### src/rtl/vga_pkg.sv
// Shared definitions for the VGA test-pattern stage: mode encoding, widths,
// the colour-bar palette and the fixed fill colours.
package vga_pkg;

  localparam int COLOR_W = 4;
  localparam int COORD_W = 11;
  localparam int RGB_W   = 3 * COLOR_W;

  typedef enum logic [1:0] {
    MODE_BARS     = 2'd0,
    MODE_CHECKER  = 2'd1,
    MODE_GRADIENT = 2'd2,
    MODE_BOX      = 2'd3
  } mode_e;

  // Index 0 is the leftmost bar: white, yellow, cyan, green, magenta, red, blue, black.
  localparam logic [7:0][RGB_W-1:0] BAR_COLORS = {
    12'h000, 12'h00F, 12'hF00, 12'hF0F, 12'h0F0, 12'h0FF, 12'hFF0, 12'hFFF
  };

  localparam logic [RGB_W-1:0] RGB_WHITE  = 12'hFFF;
  localparam logic [RGB_W-1:0] RGB_BLACK  = 12'h000;
  localparam logic [RGB_W-1:0] RGB_GREY   = 12'h888;
  localparam logic [RGB_W-1:0] RGB_BOX_BG = 12'h004;

endpackage

### src/rtl/vga_box_mover.sv
// Bouncing-box position: advances bx/by once per frame tick and reverses an
// axis when the next step would leave the active area.
module vga_box_mover
  import vga_pkg::*;
#(
  parameter int ACTIVE_WIDTH  = 640,
  parameter int ACTIVE_HEIGHT = 480,
  parameter int BOX_SIZE      = 32,
  parameter int BOX_STEP      = 2
) (
  input  logic               clk_i,
  input  logic               rst_i,
  input  logic               tick_i,
  output logic [COORD_W-1:0] bx_o,
  output logic [COORD_W-1:0] by_o
);

  localparam logic [COORD_W-1:0] STEP_C = COORD_W'(BOX_STEP);
  localparam logic [COORD_W-1:0] SIZE_C = COORD_W'(BOX_SIZE);

  logic [COORD_W-1:0] bx_q, bx_d, by_q, by_d;
  logic               xneg_q, xneg_d, yneg_q, yneg_d;

  // Returns {negative_direction, position} after one step along an axis.
  function automatic logic [COORD_W:0] advance(input logic [COORD_W-1:0] pos,
                                               input logic neg,
                                               input logic [COORD_W-1:0] active);
    logic [COORD_W:0] res;
    if (!neg) begin
      if (pos + STEP_C + SIZE_C >= active) res = {1'b1, active - SIZE_C};
      else                                 res = {1'b0, pos + STEP_C};
    end else begin
      if (pos < STEP_C) res = {1'b0, {COORD_W{1'b0}}};
      else              res = {1'b1, pos - STEP_C};
    end
    return res;
  endfunction

  // Next position: step on tick, hold otherwise.
  always_comb begin
    {xneg_d, bx_d} = tick_i ? advance(bx_q, xneg_q, COORD_W'(ACTIVE_WIDTH))
                            : {xneg_q, bx_q};
    {yneg_d, by_d} = tick_i ? advance(by_q, yneg_q, COORD_W'(ACTIVE_HEIGHT))
                            : {yneg_q, by_q};
  end

  // Position and direction registers.
  always_ff @(posedge clk_i) begin
    if (rst_i) begin
      bx_q   <= '0;
      by_q   <= '0;
      xneg_q <= 1'b0;
      yneg_q <= 1'b0;
    end else begin
      bx_q   <= bx_d;
      by_q   <= by_d;
      xneg_q <= xneg_d;
      yneg_q <= yneg_d;
    end
  end

  assign bx_o = bx_q;
  assign by_o = by_q;

endmodule

### src/rtl/vga_pattern.sv
// VGA test-pattern colour stage with a 2-cycle pipeline keeping syncs/de aligned.
// Define VGA_PATTERN_BOX_EN to build the bouncing box; otherwise mode 3 is flat grey.
module vga_pattern
  import vga_pkg::*;
#(
  parameter int ACTIVE_WIDTH  = 640,
  parameter int ACTIVE_HEIGHT = 480,
  parameter int CHECKER_LOG2  = 5,
  parameter int BOX_SIZE      = 32,
  parameter int BOX_STEP      = 2
) (
  input  logic               clk,
  input  logic               rst,
  input  logic               hsync_in,
  input  logic               vsync_in,
  input  logic               de_in,
  input  logic [COORD_W-1:0] x,
  input  logic [COORD_W-1:0] y,
  input  logic [1:0]         mode_sel,
  output logic               hsync,
  output logic               vsync,
  output logic               de,
  output logic [COLOR_W-1:0] r,
  output logic [COLOR_W-1:0] g,
  output logic [COLOR_W-1:0] b,
  output logic [7:0]         frame_cnt
);

  localparam int BAR_W = ACTIVE_WIDTH / 8;

  if (((ACTIVE_WIDTH % 8) != 0) || (BOX_SIZE + BOX_STEP > ACTIVE_HEIGHT)) begin : g_bad_cfg
    $error("vga_pattern: unsupported geometry parameters");
  end

  logic        tick_s;
  mode_e       mode_q, mode_d;
  logic [7:0]  frame_cnt_q, frame_cnt_d;
  logic [2:0]  bar_idx_s;

  logic        s1_hs_q, s1_vs_q, s1_de_q, s1_chk_q;
  logic [2:0]  s1_bar_q;
  logic [7:0]  s1_grad_q;

  logic             hsync_q, vsync_q, de_q;
  logic [RGB_W-1:0] rgb_q, rgb_d;

  assign tick_s = (x == 11'd0) && (y == COORD_W'(ACTIVE_HEIGHT));

`ifdef VGA_PATTERN_BOX_EN
  localparam logic [COORD_W-1:0] BOX_SIZE_C = COORD_W'(BOX_SIZE);
  logic [COORD_W-1:0] bx_s, by_s;
  logic               box_hit_s, s1_box_q;

  vga_box_mover #(
    .ACTIVE_WIDTH (ACTIVE_WIDTH),
    .ACTIVE_HEIGHT(ACTIVE_HEIGHT),
    .BOX_SIZE     (BOX_SIZE),
    .BOX_STEP     (BOX_STEP)
  ) u_box (
    .clk_i (clk),
    .rst_i (rst),
    .tick_i(tick_s),
    .bx_o  (bx_s),
    .by_o  (by_s)
  );

  assign box_hit_s = (x >= bx_s) && (x < bx_s + BOX_SIZE_C) &&
                     (y >= by_s) && (y < by_s + BOX_SIZE_C);

  // Stage 1 box-hit term.
  always_ff @(posedge clk) begin
    if (rst) s1_box_q <= 1'b0;
    else     s1_box_q <= box_hit_s;
  end
`endif

  // Bar index counts the boundaries already passed, so no divider is needed.
  always_comb begin
    bar_idx_s = 3'd0;
    for (int i = 1; i < 8; i++) begin
      bar_idx_s = bar_idx_s + 3'(x >= COORD_W'(i * BAR_W));
    end
  end

  // Per-frame state advances only on the tick, which sits in vertical blanking.
  always_comb begin
    if (tick_s) begin
      mode_d      = mode_e'(mode_sel);
      frame_cnt_d = frame_cnt_q + 8'd1;
    end else begin
      mode_d      = mode_q;
      frame_cnt_d = frame_cnt_q;
    end
  end

  // Frame-level registers.
  always_ff @(posedge clk) begin
    if (rst) begin
      mode_q      <= MODE_BARS;
      frame_cnt_q <= 8'd0;
    end else begin
      mode_q      <= mode_d;
      frame_cnt_q <= frame_cnt_d;
    end
  end

  // Stage 1: timing and per-mode terms.
  always_ff @(posedge clk) begin
    if (rst) begin
      s1_hs_q   <= 1'b0;
      s1_vs_q   <= 1'b0;
      s1_de_q   <= 1'b0;
      s1_chk_q  <= 1'b0;
      s1_bar_q  <= 3'd0;
      s1_grad_q <= 8'd0;
    end else begin
      s1_hs_q   <= hsync_in;
      s1_vs_q   <= vsync_in;
      s1_de_q   <= de_in;
      s1_chk_q  <= x[CHECKER_LOG2] ^ y[CHECKER_LOG2];
      s1_bar_q  <= bar_idx_s;
      s1_grad_q <= {x[9:6], y[8:5]};
    end
  end

  // Colour mux; blanking overrides every mode.
  always_comb begin
    rgb_d = RGB_BLACK;
    if (s1_de_q) begin
      case (mode_q)
        MODE_BARS:     rgb_d = BAR_COLORS[s1_bar_q];
        MODE_CHECKER:  rgb_d = s1_chk_q ? RGB_WHITE : RGB_BLACK;
        MODE_GRADIENT: rgb_d = {s1_grad_q, frame_cnt_q[7:4]};
`ifdef VGA_PATTERN_BOX_EN
        MODE_BOX:      rgb_d = s1_box_q ? RGB_WHITE : RGB_BOX_BG;
`else
        MODE_BOX:      rgb_d = RGB_GREY;
`endif
        default:       rgb_d = RGB_BLACK;
      endcase
    end else begin
      rgb_d = RGB_BLACK;
    end
  end

  // Stage 2: aligned output registers.
  always_ff @(posedge clk) begin
    if (rst) begin
      hsync_q <= 1'b0;
      vsync_q <= 1'b0;
      de_q    <= 1'b0;
      rgb_q   <= '0;
    end else begin
      hsync_q <= s1_hs_q;
      vsync_q <= s1_vs_q;
      de_q    <= s1_de_q;
      rgb_q   <= rgb_d;
    end
  end

  assign hsync     = hsync_q;
  assign vsync     = vsync_q;
  assign de        = de_q;
  assign r         = rgb_q[RGB_W-1 -: COLOR_W];
  assign g         = rgb_q[COLOR_W +: COLOR_W];
  assign b         = rgb_q[COLOR_W-1:0];
  assign frame_cnt = frame_cnt_q;

endmodule

### config.mk
export PLATFORM = sky130hd
export DESIGN_NAME = vga_pattern
export DESIGN_NICKNAME = d
export VERILOG_FILES = /design/src/rtl/vga_pkg.sv /design/src/rtl/vga_box_mover.sv /design/src/rtl/vga_pattern.sv
export SDC_FILE = /design/constraint.sdc
export NUM_CORES = 1
export LEC_CHECK = 0
export ABC_AREA = 1
export ABC_CLOCK_PERIOD_IN_PS = 5600
export CORE_MARGIN = 1
export CORE_UTILIZATION = 51
export DETAILED_ROUTE_END_ITERATION = 10
export GPL_ROUTABILITY_DRIVEN = 0
export HOLD_SLACK_MARGIN = 0.02
export PLACE_DENSITY = 0.88
export SLEW_MARGIN = 10
export SYNTH_ARGS = -nofsm -noshare
export SYNTH_HDL_FRONTEND = slang
export SYNTH_SLANG_ARGS = --single-unit
### constraint.sdc
create_clock -name clk -period 5.6 [get_ports clk]
set_input_delay 1.4 -clock clk [delete_from_list [all_inputs] [get_ports clk]]
set_output_delay 1.4 -clock clk [all_outputs]
set_load 0.02 [all_outputs]
=== After elaboration in Yosys (flattened, before gate mapping) ===
Memories as Yosys holds them, arrays and structs flattened. A register that Yosys moved wholly into a read port is not among the register bits.
Index checks and enable logic that the tools add are counted.

* Flip-flop bits (word level): 40
* Bits in read-only memories: 96
* Bits of input ports: 29
* Output and inout bits: 23
* Memories kept: 1

{| class="wikitable"
|+ Memory list
! memory !! depth !! width !! read ports !! clocked after Yosys merged registers in !! write ports !! line !! RTL
|-
| (name not given) || 8 || 12 || 1 || 1 || 0 || vga_pattern.sv:131 || <nowiki>MODE_BARS: rgb_d = BAR_COLORS[s1_bar_q];</nowiki>
|}

* $add $sub $neg: 7
* $lt $le $gt $ge: 8
* Equality and inequality tests: 4
* Mux-type cells: 4
* Bitwise gates (word level): 2
* Reduce and logical (&&, ||, !) cells: 4

{| class="wikitable"
|+ Operators with widths
! cell !! count
|-
| 12-bit case mux with 4 select lines || 1
|-
| 11-bit by 9-bit greater-or-equal comparator with 1-bit output (second input constant) || 3
|-
| 12-bit 2-to-1 mux || 2
|-
| 11-bit by 8-bit greater-or-equal comparator with 1-bit output (second input constant) || 2
|-
| 3-bit by 1-bit adder with 3-bit output || 4
|-
| 11-bit by 9-bit equality test with 1-bit output (second input constant) || 1
|-
| 11-bit by 10-bit greater-or-equal comparator with 1-bit output (second input constant) || 1
|-
| 11-bit by 7-bit greater-or-equal comparator with 1-bit output (second input constant) || 1
|-
| 11-bit zero test || 1
|-
| 8-bit by 1-bit adder with 8-bit output (second input constant) || 1
|-
| 2-bit equality test (second input constant) || 2
|-
| 3-bit by 4-bit less-than comparator with 1-bit output (second input constant) || 1
|-
| 2-bit by 1-bit adder with 3-bit output || 1
|-
| 3-bit 2-to-1 mux || 1
|-
| 1-bit by 1-bit adder with 2-bit output || 1
|-
| 2-bit by 1-bit equality test with 1-bit output (second input constant) || 1
|-
| 2-bit zero test || 1
|-
| 2-bit OR reduction || 1
|-
| 1-bit logical AND || 1
|-
| 1-bit inverter || 1
|-
| 1-bit bitwise XOR || 1
|}

=== Logic depth before layout (Yosys ltp) ===
Gate-level depths: netlist of run 1.

* Depth after elaboration: 8
* Mapped depth: 10

=== Least setup slack after synthesis of run 1 ===
No wires, ideal clock.

* Kind: input-to-reg
* Start: input port x[10]
* End: register (tool-made name)
* Setup time: 0.123 ns
* Arrival time: 3.929 ns
* Slack: 1.548 ns
* Cell stages on the path: 10
* Buffers on the path: 0
* Cell sequence: inv_2 > nand2_4 > nor2_4 > nand3_1 > fa_1 > inv_1 > fa_1 > fa_1 > fa_1 > or2_2

{| class="wikitable"
|+ RTL lines
! item !! line !! RTL
|-
| from (decl) || vga_pattern.sv:17 || <nowiki>input logic [COORD_W-1:0] x,</nowiki>
|}

==> metrics.md, run 1 <==
| Metric | Value |
|---|---|
| Deepest clock path buffer count | 2 |
| Worst path arrival time | 4.50 ns |
| Tot GR Track Use | 20.3% |
| Peak VDD IR | 123 uV |
| Total chip power | 0.000574 W |
| Fin area | 2490 sq um |
| Worst Setup Start Kind | primary input |
| First-pass GRT wire length | 6220 um |
| Yosys top cell area share | 43.2% |
| DIE WIDTH | 62.3 um |
| CTS Buf Count | 5 |
| Gate Count Post-Synth | 263 |
| Clk_skew | 0.00426 ns |
| Dpl cell area | 2400 sq um |
| ANT cells | 0 |
| Status | finished clean |
| Hold crit path type | reg2reg |
| Synth Register Bits | 40 |
| Post-DP HPWL | 2760 um |
| Initial antenna violation count | 0 |
| Clock Tree Root | clkbuf_4 |
| Worst EP required | 5.84 ns |
| Lkg Pwr | 1.23 nW |
| Post-CTS sizing | 0 |
| Wirelength, routed | 3440 um |
| Syn avg cell area | 7.06 sq um |
| Count of unique library cells instantiated by Yosys | 25 |
| Avg WL per Cell | 9.45 um |
| Max-Cap Viols | 0 |
| Fin crit period | 4.26 ns |
| Die height | 62.3 um |
| Layout Nets | 351 |
| Clk slew on worst S/H paths | 0.12 ns |
| Vias in the first global route | 1545 |
| Unrepaired setup endpoints after global routing | no |
| Slew Limit Headroom | 52.5% |
| Area leader, netlist | dfxtp_1 |
| TritonRoute pass-1 iters | 4 |
| Syn nets | 297 |
| Fillers | 283 |
| Top Ports | 52 |
| Final setup vio count | 0 |
| Worst slew pin tran | 0.711 ns |
| Fraction of layout cells with a size suffix above 1 | 7.23% |
| DR DRC count | 0 |
| Cell Pwr Density | 230 nW/um^2 |
| Die area | 3880 sq um |
| Via count | 1702 |
| CTS tree | yes |
| # Post-CTS Setup Buffers | 0 |
| Ys Warns | 0 |
| Area grow syn2layout | 34.3% |
| Starting Density | 54.3% |
| Clock sinks | 40 |
| Min-Delay Path Depth | 2 |
| DR iter-0 viols | 80 |
| PortBufs | 51 |
| Sequential share of the synthesized area | 43.2% |
| Crit end category | register |
| Netlist Area Pre-Place | 1860 sq um |
| FF-to-FF path depth | 6 |
| Max Clk Rate | 235 MHz |
| Most frequent cells in the layout | inv_1, nor2_1, clkdlybuf4s50_1, nand2_1, dfxtp_1 |
| Area contributors post-synth | dfxtp_1, inv_1, nor2_1, nand2_1, o21ai_0 |
| Fin crit share | 76.0% |
| TNS Setup | 0 ns |
| Core Region | 3420 sq um |
| Clock insertion delay at the later pin of the skew report | 0.34 ns |
| Critical path peak fanout | 5 |
| Via density | 4.68 |
| ANT nets after route | 0 |
| Max H-tree Level | 2 |
| Cell row count | 21 |
| Critical path type | in2reg |
| Hold buffer count at cts | 0 |
| Endpoints failing hold | 0 |
| Max-slew violations | 0 |
| Grt ovf | 0 |
| Largest net degree at the start of global routing | 22 |
-- power breakdown --
group	switching, W	leakage [nW]	internal [W]
sequential	0.00000293	0.328	0.000297
combinational	0.0000371	0.856	0.0000388
clock	0.0000913	0.0484	0.000107
-- synth_stat cells --
| cell type | instances |
|---|---|
| inv_2 | 3 |
| nand2_1 | 43 |
| a41oi_1 | 1 |
| o22ai_1 | 1 |
| nor2_2 | 2 |
| a21oi_1 | 1 |
| xor2_1 | 2 |
| buf_6 | 1 |
| fa_1 | 4 |
| nor2_1 | 55 |
| clkbuf_1 | 3 |
| nand2_4 | 1 |
| nand3b_1 | 1 |
| dfxtp_1 | 40 |
| ha_1 | 1 |
| o21ai_0 | 17 |
| xnor2_1 | 2 |
| or2_2 | 3 |
| nand3_1 | 14 |
| inv_1 | 55 |
| nand2_2 | 3 |
| nand4_1 | 2 |
| nor2_4 | 3 |
| nor3_1 | 2 |
| a31oi_1 | 3 |
-- cell families (layout without fill, tap and decap cells) --
group                    count (synthesis)  after routing  synth area share (%)
AND/OR/NAND/NOR                        129            129                  30.3
buffers and inverters                   62            117                  12.9
flip-flops                              40             40                  43.2
AO/OA/AOI/OAI                           23             23                  6.68
adder cells (fa/ha/maj)                  5              5                  4.99
XOR/XNOR                                 4              4                  1.89
-- worst max-delay path, stage by stage --
cell and delay, ns:
clkdlybuf4s50_1 0.51, o21ai_0 0.21, nand3_1 0.13, fa_1 0.55, inv_1 0.05, fa_1 0.51, fa_1 0.45, fa_1 0.42
or2_2 0.27
-- through the flow --
step	std cells	hold slack (ns)	utilization, %	setup slack, ns
6_report	364	0.411	72.9	1.34
5_1_grt	364	0.437	72.9	1.19
4_1_cts	364	0.411	72.9	1.34
3_5_place_dp	356	0.394	70.3	0.961
3_3_place_gp	356	0.390	70.3	1.05
2_1_floorplan	263	0.388	-	1.55
-- state kept, by name, summed over array words and instances (netlist names), named ones only --
register / flops
de: 1
frame_cnt: 8
hsync: 1
mode_q: 2
rgb_q: 12
s1_chk_q: 1
s1_de_q: 1
s1_grad_q: 8
s1_hs_q: 1
s1_vs_q: 1
vsync: 1
-- area by class of cell --
type	count	area [sq um]	share of cell area, %
clock inverter	2	38.8	1.56
timing repair buffer	51	510	20.5
sequential	40	801	32.1
inverter	58	218	8.74
multi-input combinational	161	815	32.7
clock buffer	6	51.3	2.06
tap	46	57.6	2.31
-- path summary, 6_finish.rpt --
check / slack [ns] / to / start
max: 1.34 / register / x[5]
min: 0.41 / vsync / s1_vs_q
max reg2reg: 4.31 / frame_cnt[6] / frame_cnt[0]
min reg2reg: 0.41 / vsync / s1_vs_q
-- per-layer routing --
metal	wire (um)	global-route usage, %	part of all wire (%)	vias to the layer above
li1	-	-	-	895
met1	1500	22.9	43	737
met2	1680	35.3	49	60
met3	169	4.60	4.9	10
met4	98	11.3	2.8	0
met5	0	0	0	-
Power figures use the tool's default switching activity.
==> inputs of run 2 (changes only) <==
ABC_CLOCK_PERIOD_IN_PS = 3770   (was 5600)
CORE_UTILIZATION = 43   (was 51)
PLACE_DENSITY = 0.8   (was 0.88)
clock period = 3.77 ns   (was 5.6 ns; I/O delays follow)
==> run 2 against run 1 <==
Cell count rose by 5.5%; clock power rose by 49%; largest cell class unchanged; die area rose by 18%; flip-flop and latch count did not move; register-to-register slack got worse by 1.8 ns.
==> metrics.md, run 2 (same netlist as run 1, synthesis figures left out) <==
| Metric | Value |
|---|---|
| Max-slew violations | 0 (unchanged) |
| Unrepaired setup endpoints after global routing | no |
| Die height | 67.7 um (+8.6%) |
| Cell Chain, Critical Path | clkdlybuf4s50_1, o21ai_1, nand3_2, fa_1, inv_1, fa_1, fa_2, fa_1, or2_2 |
| Worst path arrival time | 3.82 ns (-0.68 ns) |
| Min-Delay Path Depth | 2 (unchanged) |
| Grt ovf | 0 (unchanged) |
| Crit end category | register |
| Worst setup startpoint | x[5] |
| Fillers | 359 (+27%) |
| Post-Place Worst Slack | -0.427 ns (-1.39 ns) |
| Slew Limit Headroom | 59.0% (+6.5 points) |
| Wirelength, routed | 3690 um (+7.4%) |
| TritonRoute pass-1 iters | 4 (unchanged) |
| Via count | 1705 (+0.18%) |
| Combinational cell fraction of total power | 14.5% (+1.3 points) |
| Core Region | 4060 sq um (+19%) |
| Status | finished clean |
| Fin area | 2640 sq um (+5.8%) |
| Peak VDD IR | 132 uV (+7.1%) |
| Net Switching | 0.000210 W (+60%) |
| Starting Density | 45.7% (-8.6 points) |
| Largest Register | rgb_q |
| Worst Setup Start Kind | primary input |
| Vias in the first global route | 1539 (-0.39%) |
| First-pass GRT wire length | 6180 um (-0.77%) |
| Clock sinks | 40 (unchanged) |
| Largest register FFs | 12 (unchanged) |
| Fin crit period | 3.64 ns |
| Top Ports | 52 (unchanged) |
| Critical path peak fanout | 3 (-2) |
| Reg2Reg Launch Point | frame_cnt[0] |
| Slowest cell on the critical path | fa_1 |
| Crit path buffers/inverters | 2 (unchanged) |
| Cell Pwr Density | 329 nW/um^2 (+43%) |
| Deepest clock path buffer count | 2 (unchanged) |
| CTS Buf Count | 5 (unchanged) |
| Hold_ws | 0.405 ns (-0.00576 ns) |
| Endpoints failing hold | 0 (unchanged) |
| Reg2reg end | frame_cnt[6] |
| Most frequent cells in the layout | inv_1, nor2_1, clkdlybuf4s50_1, nand2_1, dfxtp_1 |
| Via density | 4.44 (-5.0%) |
| Clock Tree Root | clkbuf_8 |
| WP depth | 9 (unchanged) |
| Lkg Pwr | 1.32 nW (+7.2%) |
| DR iter-0 viols | 79 (-1.3%) |
| FF-to-FF path depth | 6 (unchanged) |
| Sw frac | 24.2% (+1.3 points) |
| CTS tree | yes |
| CP peak stage delay | 0.55 ns (about the same) |
| Clk slew on worst S/H paths | 0.08 ns (-0.04 ns) |
| Max-Cap Viols | 0 (unchanged) |
| Area grow syn2layout | 42.1% |
| Largest net degree at the start of global routing | 22 (unchanged) |
| Worst EP required | 3.95 ns (-1.89 ns) |
| Cell row count | 23 (+9.5%) |
| Final setup vio count | 0 (unchanged) |
| Post-DP HPWL | 2950 um (+6.7%) |
| Initial antenna violation count | 0 (unchanged) |
| Fin crit share | 96.6% |
| DIE WIDTH | 67.7 um (+8.6%) |
| ANT nets after route | 0 (unchanged) |
| Layout Nets | 367 (+4.6%) |
| Fraction of layout cells with a size suffix above 1 | 12.3% (+5.0 points) |
| DR DRC count | 0 (unchanged) |
| Worst slew pin tran | 0.613 ns (-0.0979 ns) |
| Max Clk Rate | 275 MHz |
| Die area | 4580 sq um (+18%) |
| Clock insertion delay at the later pin of the skew report | 0.29 ns (-0.05 ns) |
| Sequential power share | 51.4% (-0.8 points) |
| ANT cells | 0 (unchanged) |
| Avg WL per Cell | 9.62 um (+1.8%) |
| TNS Setup | 0 ns (unchanged) |
| Most used cell, CP | fa_1 |
| Clock power frac | 34.1% (-0.5 points) |
| P_int | 0.000656 W (+48%) |
| PortBufs | 51 (unchanged) |
| Clk_skew | 0.00466 ns (+0.000403 ns) |
| Tot GR Track Use | 18.0% (-2.3 points) |
| Dpl cell area | 2510 sq um (+4.6%) |
| Hold crit path type | reg2reg |
| CP delay by family, top | adder cells |
| Critical path type | in2reg |
| Final worst slack | 0.127 ns (-1.21 ns) |
| Max H-tree Level | 2 (unchanged) |
| Worst reg-to-reg setup slack | 2.50 ns (-1.81 ns) |
run 2: area by class of cell:
cell class	count	area (sq um)	share of cell area, %
inverter	58	218	8.26
clock buffer	6	82.6	3.13
multi-input combinational	161	822	31.2
sequential	40	801	30.4
tap	50	62.6	2.37
timing repair buffer	67	636	24.1
clock inverter	2	15.0	0.570
run 2: what timing repair did:
| item | in CTS | in global routing |
|---|---|---|
| setup endpoints to repair | 2 | 2 |
| resized for setup | 4 | 2 |
| hold buffers | 0 | 0 |
| pin swaps | 1 | 5 |
| buffers inserted | 0 | 2 |
run 2: metal layers:
layer | routed length, um | up-vias | track usage [%]
li1 | - | 924 | -
met4 | 54 | 0 | 9.04
met1 | 1640 | 736 | 20.1
met2 | 1870 | 40 | 32.5
met5 | 0 | - | 0
met3 | 126 | 5 | 2.70
run 2: worst register-to-register path, delay by kind of cell (launching register included):
family	cells	cell delay (ns)
simple gates	4	0.42
fa+ha+maj	1	0.23
flops	1	0.41
xor+xnor	1	0.16
run 2: metrics by stage:
stage	cells	power [W]	utilization [%]
after global routing	384	0.000905	65.0
after global placement	374	0.000576	61.9
final	384	0.000866	65.0
after CTS	382	0.000872	64.5
after floorplan	263	0.000511	-
after detailed placement	374	0.000581	61.9
run 2: power by group through the flow:
stage                     clock network (W)  logic (W)  registers (W)
final                              0.000295   0.000126       0.000445
after global routing               0.000316   0.000142       0.000447
after CTS                          0.000300   0.000126       0.000445
after detailed placement                  0   0.000125       0.000455
after global placement                    0   0.000121       0.000455
after floorplan                           0  0.0000484       0.000463
run 2: worst min path at each step:
| stage | from | to | slack, ns |
|---|---|---|---|
| after floorplan | s1_hs_q | hsync | 0.39 |
| after detailed placement | s1_vs_q | vsync | 0.40 |
| after CTS | s1_vs_q | vsync | 0.41 |
| after global routing | s1_hs_q | hsync | 0.42 |
| final | s1_vs_q | vsync | 0.40 |
| after global placement | s1_vs_q | vsync | 0.39 |
